## src/rtl/ap_ctrl_perf_monitor_pkg.sv

```systemverilog
// rtl/ap_ctrl_perf_monitor_pkg.sv - shared types and constants for the ap_ctrl_chain performance monitor
package ap_mon_pkg;

    localparam int MON_MAX_CH = 16;

    typedef enum logic [3:0] {
        N_START    = 4'd0,
        N_DONE     = 4'd1,
        LAST_LAT   = 4'd2,
        MIN_LAT    = 4'd3,
        MAX_LAT    = 4'd4,
        LAST_II    = 4'd5,
        MIN_II     = 4'd6,
        MAX_II     = 4'd7,
        START_WAIT = 4'd8,
        DONE_STALL = 4'd9,
        OCC        = 4'd10,
        STATE      = 4'd11
    } ap_mon_field_e;

    typedef enum logic [1:0] {
        ST_IDLE      = 2'd0,
        ST_BUSY      = 2'd1,
        ST_DONE_WAIT = 2'd2
    } ap_mon_state_e;

endpackage

```

## src/rtl/ap_ctrl_perf_monitor_if.sv

```systemverilog
// rtl/ap_ctrl_perf_monitor_if.sv - per-channel ap_ctrl_chain handshake bundle
interface ap_ctrl_perf_monitor_if #(
    parameter int N_CH = 2
);
    logic [N_CH-1:0] ap_start;
    logic [N_CH-1:0] ap_ready;
    logic [N_CH-1:0] ap_done;
    logic [N_CH-1:0] ap_continue;

    modport master (output ap_start, output ap_ready, output ap_done, output ap_continue);
    modport slave  (input  ap_start, input  ap_ready, input  ap_done, input  ap_continue);
endinterface

```

## src/rtl/ap_ctrl_perf_monitor_chan.sv

```systemverilog
// rtl/ap_ctrl_perf_monitor_chan.sv - one channel: state machine, start-timestamp FIFO, statistics, error flags
module ap_ctrl_chan_monitor
    import ap_mon_pkg::*;
#(
    parameter int CNT_W = 32,
    parameter int TS_W  = 32,
    parameter int DEPTH = 8
) (
    input  logic            clock,
    input  logic            reset,
    input  logic            finish,
    input  logic [TS_W-1:0] ts,
    input  logic            ap_start,
    input  logic            ap_ready,
    input  logic            ap_done,
    input  logic            ap_continue,
    input  logic [3:0]      rd_field,
    output logic [TS_W-1:0] rd_data,
    output logic            err_ovf,
    output logic            err_unf,
    output logic            is_idle
);
    localparam int AW = $clog2(DEPTH);
    typedef logic [CNT_W-1:0] cnt_t;
    typedef logic [TS_W-1:0]  ts_t;
    typedef logic [AW:0]      ptr_t;

    function automatic cnt_t sat_inc(input cnt_t v);
        return (&v) ? v : v + cnt_t'(1);
    endfunction

    ts_t  fifo_q [DEPTH];
    ts_t  fifo_d [DEPTH];
    ptr_t wr_ptr_q, wr_ptr_d, rd_ptr_q, rd_ptr_d;
    cnt_t n_start_q, n_start_d, n_done_q, n_done_d, n_wait_q, n_wait_d, n_stall_q, n_stall_d;
    ts_t  last_lat_q, last_lat_d, min_lat_q, min_lat_d, max_lat_q, max_lat_d;
    ts_t  last_ii_q, last_ii_d, min_ii_q, min_ii_d, max_ii_q, max_ii_d;
    ts_t  last_acc_q, last_acc_d;
    logic first_q, first_d, ovf_q, ovf_d, unf_q, unf_d;
    ap_mon_state_e state_q, state_d;

    logic accept, complete, start_wait, done_stall;
    logic fifo_empty, fifo_full, do_push, do_pop, lat_en;
    ptr_t occ, occ_next;
    ts_t  lat, ii;

    always_comb begin
        accept     = ap_start & ap_ready;
        complete   = ap_done & ap_continue;
        start_wait = ap_start & ~ap_ready;
        done_stall = ap_done & ~ap_continue;
        occ        = wr_ptr_q - rd_ptr_q;
        fifo_empty = (occ == '0);
        fifo_full  = (occ == ptr_t'(DEPTH));
        // An accept/complete pair on an empty FIFO is a zero-latency pass-through.
        lat        = fifo_empty ? '0 : ts - fifo_q[rd_ptr_q[AW-1:0]];
        ii         = ts - last_acc_q;
        do_pop     = !finish && complete && !fifo_empty;
        do_push    = !finish && accept && (complete ? !fifo_empty : !fifo_full);
        lat_en     = !finish && complete && (!fifo_empty || accept);
        occ_next   = occ + ptr_t'(do_push) - ptr_t'(do_pop);

        fifo_d     = fifo_q;
        wr_ptr_d   = wr_ptr_q;
        rd_ptr_d   = rd_ptr_q;
        n_start_d  = n_start_q;
        n_done_d   = n_done_q;
        n_wait_d   = n_wait_q;
        n_stall_d  = n_stall_q;
        last_lat_d = last_lat_q;
        min_lat_d  = min_lat_q;
        max_lat_d  = max_lat_q;
        last_ii_d  = last_ii_q;
        min_ii_d   = min_ii_q;
        max_ii_d   = max_ii_q;
        last_acc_d = last_acc_q;
        first_d    = first_q;
        ovf_d      = ovf_q;
        unf_d      = unf_q;
        state_d    = state_q;

        if (do_push) begin
            fifo_d[wr_ptr_q[AW-1:0]] = ts;
            wr_ptr_d = wr_ptr_q + ptr_t'(1);
        end
        if (do_pop) rd_ptr_d = rd_ptr_q + ptr_t'(1);
        if (lat_en) begin
            last_lat_d = lat;
            if (lat < min_lat_q) min_lat_d = lat;
            if (lat > max_lat_q) max_lat_d = lat;
        end

        if (!finish) begin
            if (start_wait) n_wait_d  = sat_inc(n_wait_q);
            if (done_stall) n_stall_d = sat_inc(n_stall_q);
            if (complete)   n_done_d  = sat_inc(n_done_q);
            if (accept) begin
                n_start_d = sat_inc(n_start_q);
                if (!first_q) begin
                    last_ii_d = ii;
                    if (ii < min_ii_q) min_ii_d = ii;
                    if (ii > max_ii_q) max_ii_d = ii;
                end
                last_acc_d = ts;
                first_d    = 1'b0;
            end
            if (accept && fifo_full && !complete)   ovf_d = 1'b1;
            if (complete && fifo_empty && !accept)  unf_d = 1'b1;

            case (state_q)
                ST_IDLE:      if (accept && !complete) state_d = ST_BUSY;
                ST_BUSY: begin
                    if (complete) begin
                        if (occ_next == '0) state_d = ST_IDLE;
                    end else if (done_stall) begin
                        state_d = ST_DONE_WAIT;
                    end
                end
                ST_DONE_WAIT: if (complete) state_d = (occ_next == '0) ? ST_IDLE : ST_BUSY;
                default:      state_d = ST_IDLE;
            endcase
        end
    end

    always_ff @(posedge clock) begin
        fifo_q <= fifo_d;
    end

    always_ff @(posedge clock) begin
        if (reset) begin
            wr_ptr_q   <= '0;
            rd_ptr_q   <= '0;
            n_start_q  <= '0;
            n_done_q   <= '0;
            n_wait_q   <= '0;
            n_stall_q  <= '0;
            last_lat_q <= '0;
            min_lat_q  <= '1;
            max_lat_q  <= '0;
            last_ii_q  <= '0;
            min_ii_q   <= '1;
            max_ii_q   <= '0;
            last_acc_q <= '0;
            first_q    <= 1'b1;
            ovf_q      <= 1'b0;
            unf_q      <= 1'b0;
            state_q    <= ST_IDLE;
        end else begin
            wr_ptr_q   <= wr_ptr_d;
            rd_ptr_q   <= rd_ptr_d;
            n_start_q  <= n_start_d;
            n_done_q   <= n_done_d;
            n_wait_q   <= n_wait_d;
            n_stall_q  <= n_stall_d;
            last_lat_q <= last_lat_d;
            min_lat_q  <= min_lat_d;
            max_lat_q  <= max_lat_d;
            last_ii_q  <= last_ii_d;
            min_ii_q   <= min_ii_d;
            max_ii_q   <= max_ii_d;
            last_acc_q <= last_acc_d;
            first_q    <= first_d;
            ovf_q      <= ovf_d;
            unf_q      <= unf_d;
            state_q    <= state_d;
        end
    end

    always_comb begin
        rd_data = '0;
        case (rd_field)
            N_START:    rd_data = ts_t'(n_start_q);
            N_DONE:     rd_data = ts_t'(n_done_q);
            LAST_LAT:   rd_data = last_lat_q;
            MIN_LAT:    rd_data = min_lat_q;
            MAX_LAT:    rd_data = max_lat_q;
            LAST_II:    rd_data = last_ii_q;
            MIN_II:     rd_data = min_ii_q;
            MAX_II:     rd_data = max_ii_q;
            START_WAIT: rd_data = ts_t'(n_wait_q);
            DONE_STALL: rd_data = ts_t'(n_stall_q);
            OCC:        rd_data = ts_t'(occ);
            STATE:      rd_data = ts_t'(state_q);
            default:    rd_data = '0;
        endcase
    end

    assign err_ovf = ovf_q;
    assign err_unf = unf_q;
    assign is_idle = (state_q == ST_IDLE);

endmodule

```

## src/rtl/ap_ctrl_perf_monitor.sv

```systemverilog
// rtl/ap_ctrl_perf_monitor.sv - top: shared timestamp, per-channel monitors, registered readout and all_idle
module ap_ctrl_perf_monitor
    import ap_mon_pkg::*;
#(
    parameter int N_CH  = 2,
    parameter int CNT_W = 32,
    parameter int TS_W  = 32,
    parameter int DEPTH = 8
) (
    input  logic                  clock,
    input  logic                  reset,
    input  logic                  finish,
    ap_ctrl_perf_monitor_if.slave ctrl,
    input  logic                  rd_en,
    input  logic [3:0]            rd_ch,
    input  logic [3:0]            rd_field,
    output logic                  rd_valid,
    output logic [TS_W-1:0]       rd_data,
    output logic [N_CH-1:0]       err_ovf,
    output logic [N_CH-1:0]       err_unf,
    output logic                  all_idle
);
    localparam int N_RD = (N_CH < MON_MAX_CH) ? N_CH : MON_MAX_CH;

    logic [TS_W-1:0] ts_q, ts_d;
    logic [TS_W-1:0] chan_data [N_CH];
    logic [N_CH-1:0] chan_idle;
    logic            rd_valid_q, rd_valid_d, all_idle_q, all_idle_d;
    logic [TS_W-1:0] rd_data_q, rd_data_d;

    for (genvar i = 0; i < N_CH; i++) begin : g_ch
        ap_ctrl_chan_monitor #(
            .CNT_W(CNT_W),
            .TS_W (TS_W),
            .DEPTH(DEPTH)
        ) u_chan (
            .clock      (clock),
            .reset      (reset),
            .finish     (finish),
            .ts         (ts_q),
            .ap_start   (ctrl.ap_start[i]),
            .ap_ready   (ctrl.ap_ready[i]),
            .ap_done    (ctrl.ap_done[i]),
            .ap_continue(ctrl.ap_continue[i]),
            .rd_field   (rd_field),
            .rd_data    (chan_data[i]),
            .err_ovf    (err_ovf[i]),
            .err_unf    (err_unf[i]),
            .is_idle    (chan_idle[i])
        );
    end

    always_comb begin
        ts_d       = finish ? ts_q : ts_q + TS_W'(1);
        rd_valid_d = rd_en;
        rd_data_d  = rd_data_q;
        // Unpopulated channel selects read as zero.
        if (rd_en) begin
            rd_data_d = '0;
            for (int i = 0; i < N_RD; i++) begin
                if (rd_ch == 4'(i)) rd_data_d = chan_data[i];
            end
        end
        all_idle_d = (&chan_idle) && !(|ctrl.ap_start);
    end

    always_ff @(posedge clock) begin
        if (reset) begin
            ts_q       <= '0;
            rd_valid_q <= 1'b0;
            rd_data_q  <= '0;
            all_idle_q <= 1'b1;
        end else begin
            ts_q       <= ts_d;
            rd_valid_q <= rd_valid_d;
            rd_data_q  <= rd_data_d;
            all_idle_q <= all_idle_d;
        end
    end

    assign rd_valid = rd_valid_q;
    assign rd_data  = rd_data_q;
    assign all_idle = all_idle_q;

endmodule

```

## src/flat_wrapper.sv

```systemverilog
// flat-port wrapper written by rule: the top's interface ports become plain ports
module ap_ctrl_perf_monitor_flat import ap_mon_pkg::*;
#(
    parameter int N_CH  = 2,
    parameter int CNT_W = 32,
    parameter int TS_W  = 32,
    parameter int DEPTH = 8
)
  (clock, reset, finish, rd_en, rd_ch, rd_field, rd_valid, rd_data, err_ovf, err_unf, all_idle, ctrl_ap_start, ctrl_ap_ready, ctrl_ap_done, ctrl_ap_continue);
  ap_ctrl_perf_monitor_if #(.N_CH(N_CH)) ctrl_i ();
  input  logic clock;
  input  logic reset;
  input  logic finish;
  input  logic rd_en;
  input  logic [3:0] rd_ch;
  input  logic [3:0] rd_field;
  output logic rd_valid;
  output logic [TS_W-1:0] rd_data;
  output logic [N_CH-1:0] err_ovf;
  output logic [N_CH-1:0] err_unf;
  output logic all_idle;
  input wire logic [$bits(ctrl_i.ap_start)-1:0] ctrl_ap_start;
  input wire logic [$bits(ctrl_i.ap_ready)-1:0] ctrl_ap_ready;
  input wire logic [$bits(ctrl_i.ap_done)-1:0] ctrl_ap_done;
  input wire logic [$bits(ctrl_i.ap_continue)-1:0] ctrl_ap_continue;
  assign ctrl_i.ap_start = ctrl_ap_start;
  assign ctrl_i.ap_ready = ctrl_ap_ready;
  assign ctrl_i.ap_done = ctrl_ap_done;
  assign ctrl_i.ap_continue = ctrl_ap_continue;
  ap_ctrl_perf_monitor #(.N_CH(N_CH), .CNT_W(CNT_W), .TS_W(TS_W), .DEPTH(DEPTH)) u_core (.clock(clock), .reset(reset), .finish(finish), .ctrl(ctrl_i), .rd_en(rd_en), .rd_ch(rd_ch), .rd_field(rd_field), .rd_valid(rd_valid), .rd_data(rd_data), .err_ovf(err_ovf), .err_unf(err_unf), .all_idle(all_idle));
endmodule
```

## config.mk

```make
export PLATFORM = sky130hd
export DESIGN_NAME = ap_ctrl_perf_monitor_flat
export DESIGN_NICKNAME = d
export VERILOG_FILES = /design/src/rtl/ap_ctrl_perf_monitor_pkg.sv /design/src/rtl/ap_ctrl_perf_monitor_if.sv /design/src/rtl/ap_ctrl_perf_monitor_chan.sv /design/src/rtl/ap_ctrl_perf_monitor.sv /design/src/flat_wrapper.sv
export SDC_FILE = /design/constraint.sdc
export NUM_CORES = 2
export LEC_CHECK = 0
export ABC_AREA = 0
export CORE_MARGIN = 4
export CORE_UTILIZATION = 35
export DETAILED_ROUTE_END_ITERATION = 16
export GPL_ROUTABILITY_DRIVEN = 1
export HOLD_SLACK_MARGIN = 0.12
export PLACE_DENSITY = 0.57
export SLEW_MARGIN = 20
export SYNTH_ARGS = -nofsm -noshare
export SYNTH_HDL_FRONTEND = slang
export SYNTH_SLANG_ARGS = --single-unit
```

## constraint.sdc

```tcl
create_clock -name clock -period 16.5 [get_ports clock]
set_input_delay 2.475 -clock clock [delete_from_list [all_inputs] [get_ports clock]]
set_output_delay 2.475 -clock clock [all_outputs]
set_load 0.005 [all_outputs]
```

==> key figures <==
Final layout
  – Commonest non-fill, non-tap cell in the layout: dfxtp_1
  – Synthesis-to-layout area growth: 12.59%
  – Share of cells above drive strength 1: slightly above 8%
  – Fin area: 74570 um^2
  – Fill count: between 15k and 20k
  – Most frequent cells in the layout: dfxtp_1, nand2_1, nor2_1
  – Final nets: 7056
  – Final std cells w/o fill: 9230

Clock network
  – Post-CTS Hold Fix Bufs: 0
  – Post-CTS resize count: 0
  – Post-CTS Setup Bufs: 0
  – # H-tree levels: 4
  – CTS tree: yes
  – Total CTS buffers: around 140
  – Reg clk slew, reported paths: 0.06 ns
  – CTS root buf: clkbuf_16
  – Clock latency on the worst-skew pair: 0.79 ns
  – Sink Count: 1308
  – Clock Path Buffers: 3

Logic synthesis
  – Cell Area, Synth: between 60000 and 70000 um^2
  – Synth Flop Type: dfxtp_1
  – Sequential area share after synthesis: 47.28%
  – Yosys Warn Count: 0
  – Syn nets: between 7k and 8k
  – Synth async-reset ratio: 0%
  – FF+latch count, synth: 1308
  – Post-synth EDFFs: 512
  – Syn avg cell area: 10.02 um^2
  – Synth cell types: 85
  – Syn Inst Count: about 6.6k

STA
  – Max Transition Viols Final: 0
  – Unrepaired setup endpoints after global routing: false
  – Max Freq: 135.5 MHz
  – Crit share post-route: 44.72%
  – Final setup TNS: 0 ns
  – Slew HR: 28.12%
  – Final hold vios: 0
  – Crit path time final: 7.378 ns
  – Final setup fails: 0
  – Slew @ Worst Pin: 1.076 ns
  – Clock Skews: 0.02892 ns

Route
  – DRT Pass-1 Iters: 6
  – Post-route ant nets: 0
  – WL per Instance: 23.11 um
  – Total Routed Length: roughly 210000 um
  – Via density: 5.559
  – DR iter-0 viols: 5296
  – Via count: 51.31k
  – DRC viols: 0

Setup path
  – CP Capture Type: register
  – CP max stage delay: around 0.76 ns
  – Startpoint types: register
  – CP Max Fanout: 57
  – CP cell instances: buf_4 > mux4_2 > mux2i_1 > ha_1 > a21o_1 > a21o_1 > a2111oi_0 > o22a_1 > nor2_1 > o21a_1 > nor3_1 > ha_1 > a21oi_1 > o21ai_0 > nor3_1 > o211ai_1 > a31o_1 > a211oi_1 > o41a_2 > buf_4 > mux2i_1 > nand2_1
  – Critical path class: reg -> reg
  – CP arrival: approximately 8.0 ns
  – Slowest CP cell: buf_4
  – Crit path required time: 17.13 ns

Status
  – Status: completed

Floorplan
  – Cell Rows: between 150 and 200
  – Initial Util: 35.23%
  – Core ar.: 188000 um^2
  – Die height: 443.0 um
  – Num ports: a little under 60
  – Die W: 443.0 um
  – Die ar.: 196200 um^2

Global routing
  – M3 GR Usage: 2.932%
  – Busiest grt layer: met2
  – Initial antenna violation count: 7
  – Largest net degree at the start of global routing: 92
  – GRT Total Usage: 21.08%
  – Vias in the first global route: approximately 48k
  – First-pass GRT wire length: approximately 320000 um
  – Grt met1 use: 29.98%
  – Met2 usage: between 30% and 40%
  – Total global routing overflow: 0

Power and ir drop
  – Worst vdd ir: 114.2 uV
  – LEAKAGE: 28.33 nW
  – PwrDens: 95.95 nW/um^2

Placement
  – PortBufs: 57
  – GP Congestion: 0.9133
  – DP HPWL: 148700 um
  – Placed instance count: roughly 9.0k
  – Area after DPL: around 70000 um^2

Run
  – Max-Cap Viols: 0

Hold path
  – Worst hold-check path type: reg -> reg
worst paths after layout:
kind | startpoint | endpoint | slack [ns] | cells after the start
max | u_core.g_ch[0].u_chan.rd_ptr_q[0] | u_core.g_ch[0].u_chan.min_lat_q[0] | 9.12 | 22
min | u_core.g_ch[0].u_chan.last_acc_q[28] | u_core.g_ch[0].u_chan.last_acc_q[28] | 0.45 | 2
max reg2reg | u_core.g_ch[0].u_chan.rd_ptr_q[0] | u_core.g_ch[0].u_chan.min_lat_q[0] | 9.12 | 22
min reg2reg | u_core.g_ch[0].u_chan.last_acc_q[28] | u_core.g_ch[0].u_chan.last_acc_q[28] | 0.45 | 2
final cells by class:
cell class	instances	area [um^2]	share of cell area [%]
Multi-Input combinational cell	4589	32440	43.50
Sequential cell	1308	31320	42.00
Clock buffer	188	3931	5.272
Tap cell	2495	3122	4.187
Timing Repair Buffer	184	1549	2.077
Inverter	395	1485	1.992
Clock inverter	67	710.7	0.9531
Antenna cell	4	10.01	0.01342
where the power goes:
group | internal, W | leakage [nW] | switching [W]
sequential | 0.00336 | 11.2 | 0.0000272
clock | 0.00188 | 2.26 | 0.00135
combinational | 0.000178 | 14.9 | 0.000355
logic make-up after synthesis:
kind of cell / count (synthesis) / synth area share [%]
flops: 1308 / 47.28
fa+ha+maj: 417 / 7.969
xor+xnor: 362 / 4.787
buf+inv: 714 / 4.096
simple gates: 2028 / 14.03
mux: 296 / 6.892
compound gates: 1486 / 14.95
critical path: cells and delay by family (launching register included):
family / cells / cell delay (ns)
AOI/OAI and AO/OA: 11 / 2.53
adders and majority gates: 2 / 0.72
buffers and inverters: 2 / 1.26
DFF: 1 / 0.71
muxes: 3 / 1.08
and+or+nand+nor: 4 / 0.84
through the flow:
stage          hold WS (ns)  util [%]  power (W)  setup WS [ns]
2_1_floorplan        0.4315         -   0.003786          9.616
3_3_place_gp         0.4414     37.17   0.003971          9.209
3_5_place_dp         0.4462     37.17   0.003979          9.082
4_1_cts              0.4540     39.64   0.007213          9.078
5_1_grt              0.4688     39.66   0.007390          8.360
6_report             0.4529     39.66   0.007155          9.122
synth_stat cells (6+ instances only):
library cell | instances | area [um^2]
a2111oi_0 | 6 | 52.55
a211o_1 | 6 | 52.55
a211oi_1 | 33 | 247.7
a21o_1 | 124 | 930.9
a21oi_1 | 451 | 2257
a221oi_1 | 133 | 1165
a22o_1 | 126 | 1104
a22oi_1 | 75 | 563.0
a31o_2 | 9 | 78.83
a31oi_1 | 89 | 556.8
and2_1 | 25 | 156.4
and3_1 | 63 | 394.1
and4_1 | 39 | 341.6
buf_1 | 26 | 97.59
buf_2 | 14 | 70.07
clkbuf_1 | 275 | 1032
dfxtp_1 | 796 | 15940
edfxtp_1 | 512 | 15370
fa_1 | 8 | 160.2
ha_1 | 409 | 5117
inv_1 | 391 | 1468
mux2i_1 | 168 | 1682
mux4_2 | 128 | 2883
nand2_1 | 706 | 2650
nand2b_1 | 64 | 400.4
nand3_1 | 157 | 785.8
nand4_1 | 116 | 725.7
nor2_1 | 613 | 2301
nor2b_1 | 49 | 306.5
nor3_1 | 74 | 370.4
nor3b_1 | 10 | 75.07
nor4_1 | 11 | 68.82
o211ai_1 | 101 | 758.2
o21a_1 | 30 | 225.2
o21ai_0 | 192 | 960.9
o21bai_1 | 11 | 82.58
o22ai_1 | 11 | 68.82
o311ai_0 | 15 | 131.4
o31ai_1 | 15 | 112.6
or2_2 | 15 | 93.84
or3_1 | 62 | 387.9
xnor2_1 | 144 | 1261
xor2_1 | 218 | 1909
sequential cells by signal, summed over array words and instances (netlist names), 32 cells and up:
register / flops
u_core.g_ch.u_chan.n_wait_q: 64
u_core.g_ch.u_chan.min_lat_q: 64
u_core.g_ch.u_chan.min_ii_q: 64
u_core.g_ch.u_chan.last_ii_q: 64
u_core.g_ch.u_chan.last_lat_q: 64
u_core.g_ch.u_chan.max_lat_q: 64
u_core.g_ch.u_chan.last_acc_q: 64
u_core.g_ch.u_chan.n_start_q: 64
u_core.ts_q: 32
u_core.g_ch.u_chan.fifo_q: 512
u_core.g_ch.u_chan.max_ii_q: 64
u_core.rd_data: 32
u_core.g_ch.u_chan.n_done_q: 64
u_core.g_ch.u_chan.n_stall_q: 64
metal layers:
metal	up-vias	wire length, um
met4	0	8116
met1	25249	95960
met3	275	14480
met5	-	0
met2	1760	94740
li1	24027	-
No activity file was read; power rests on OpenSTA's default activity.
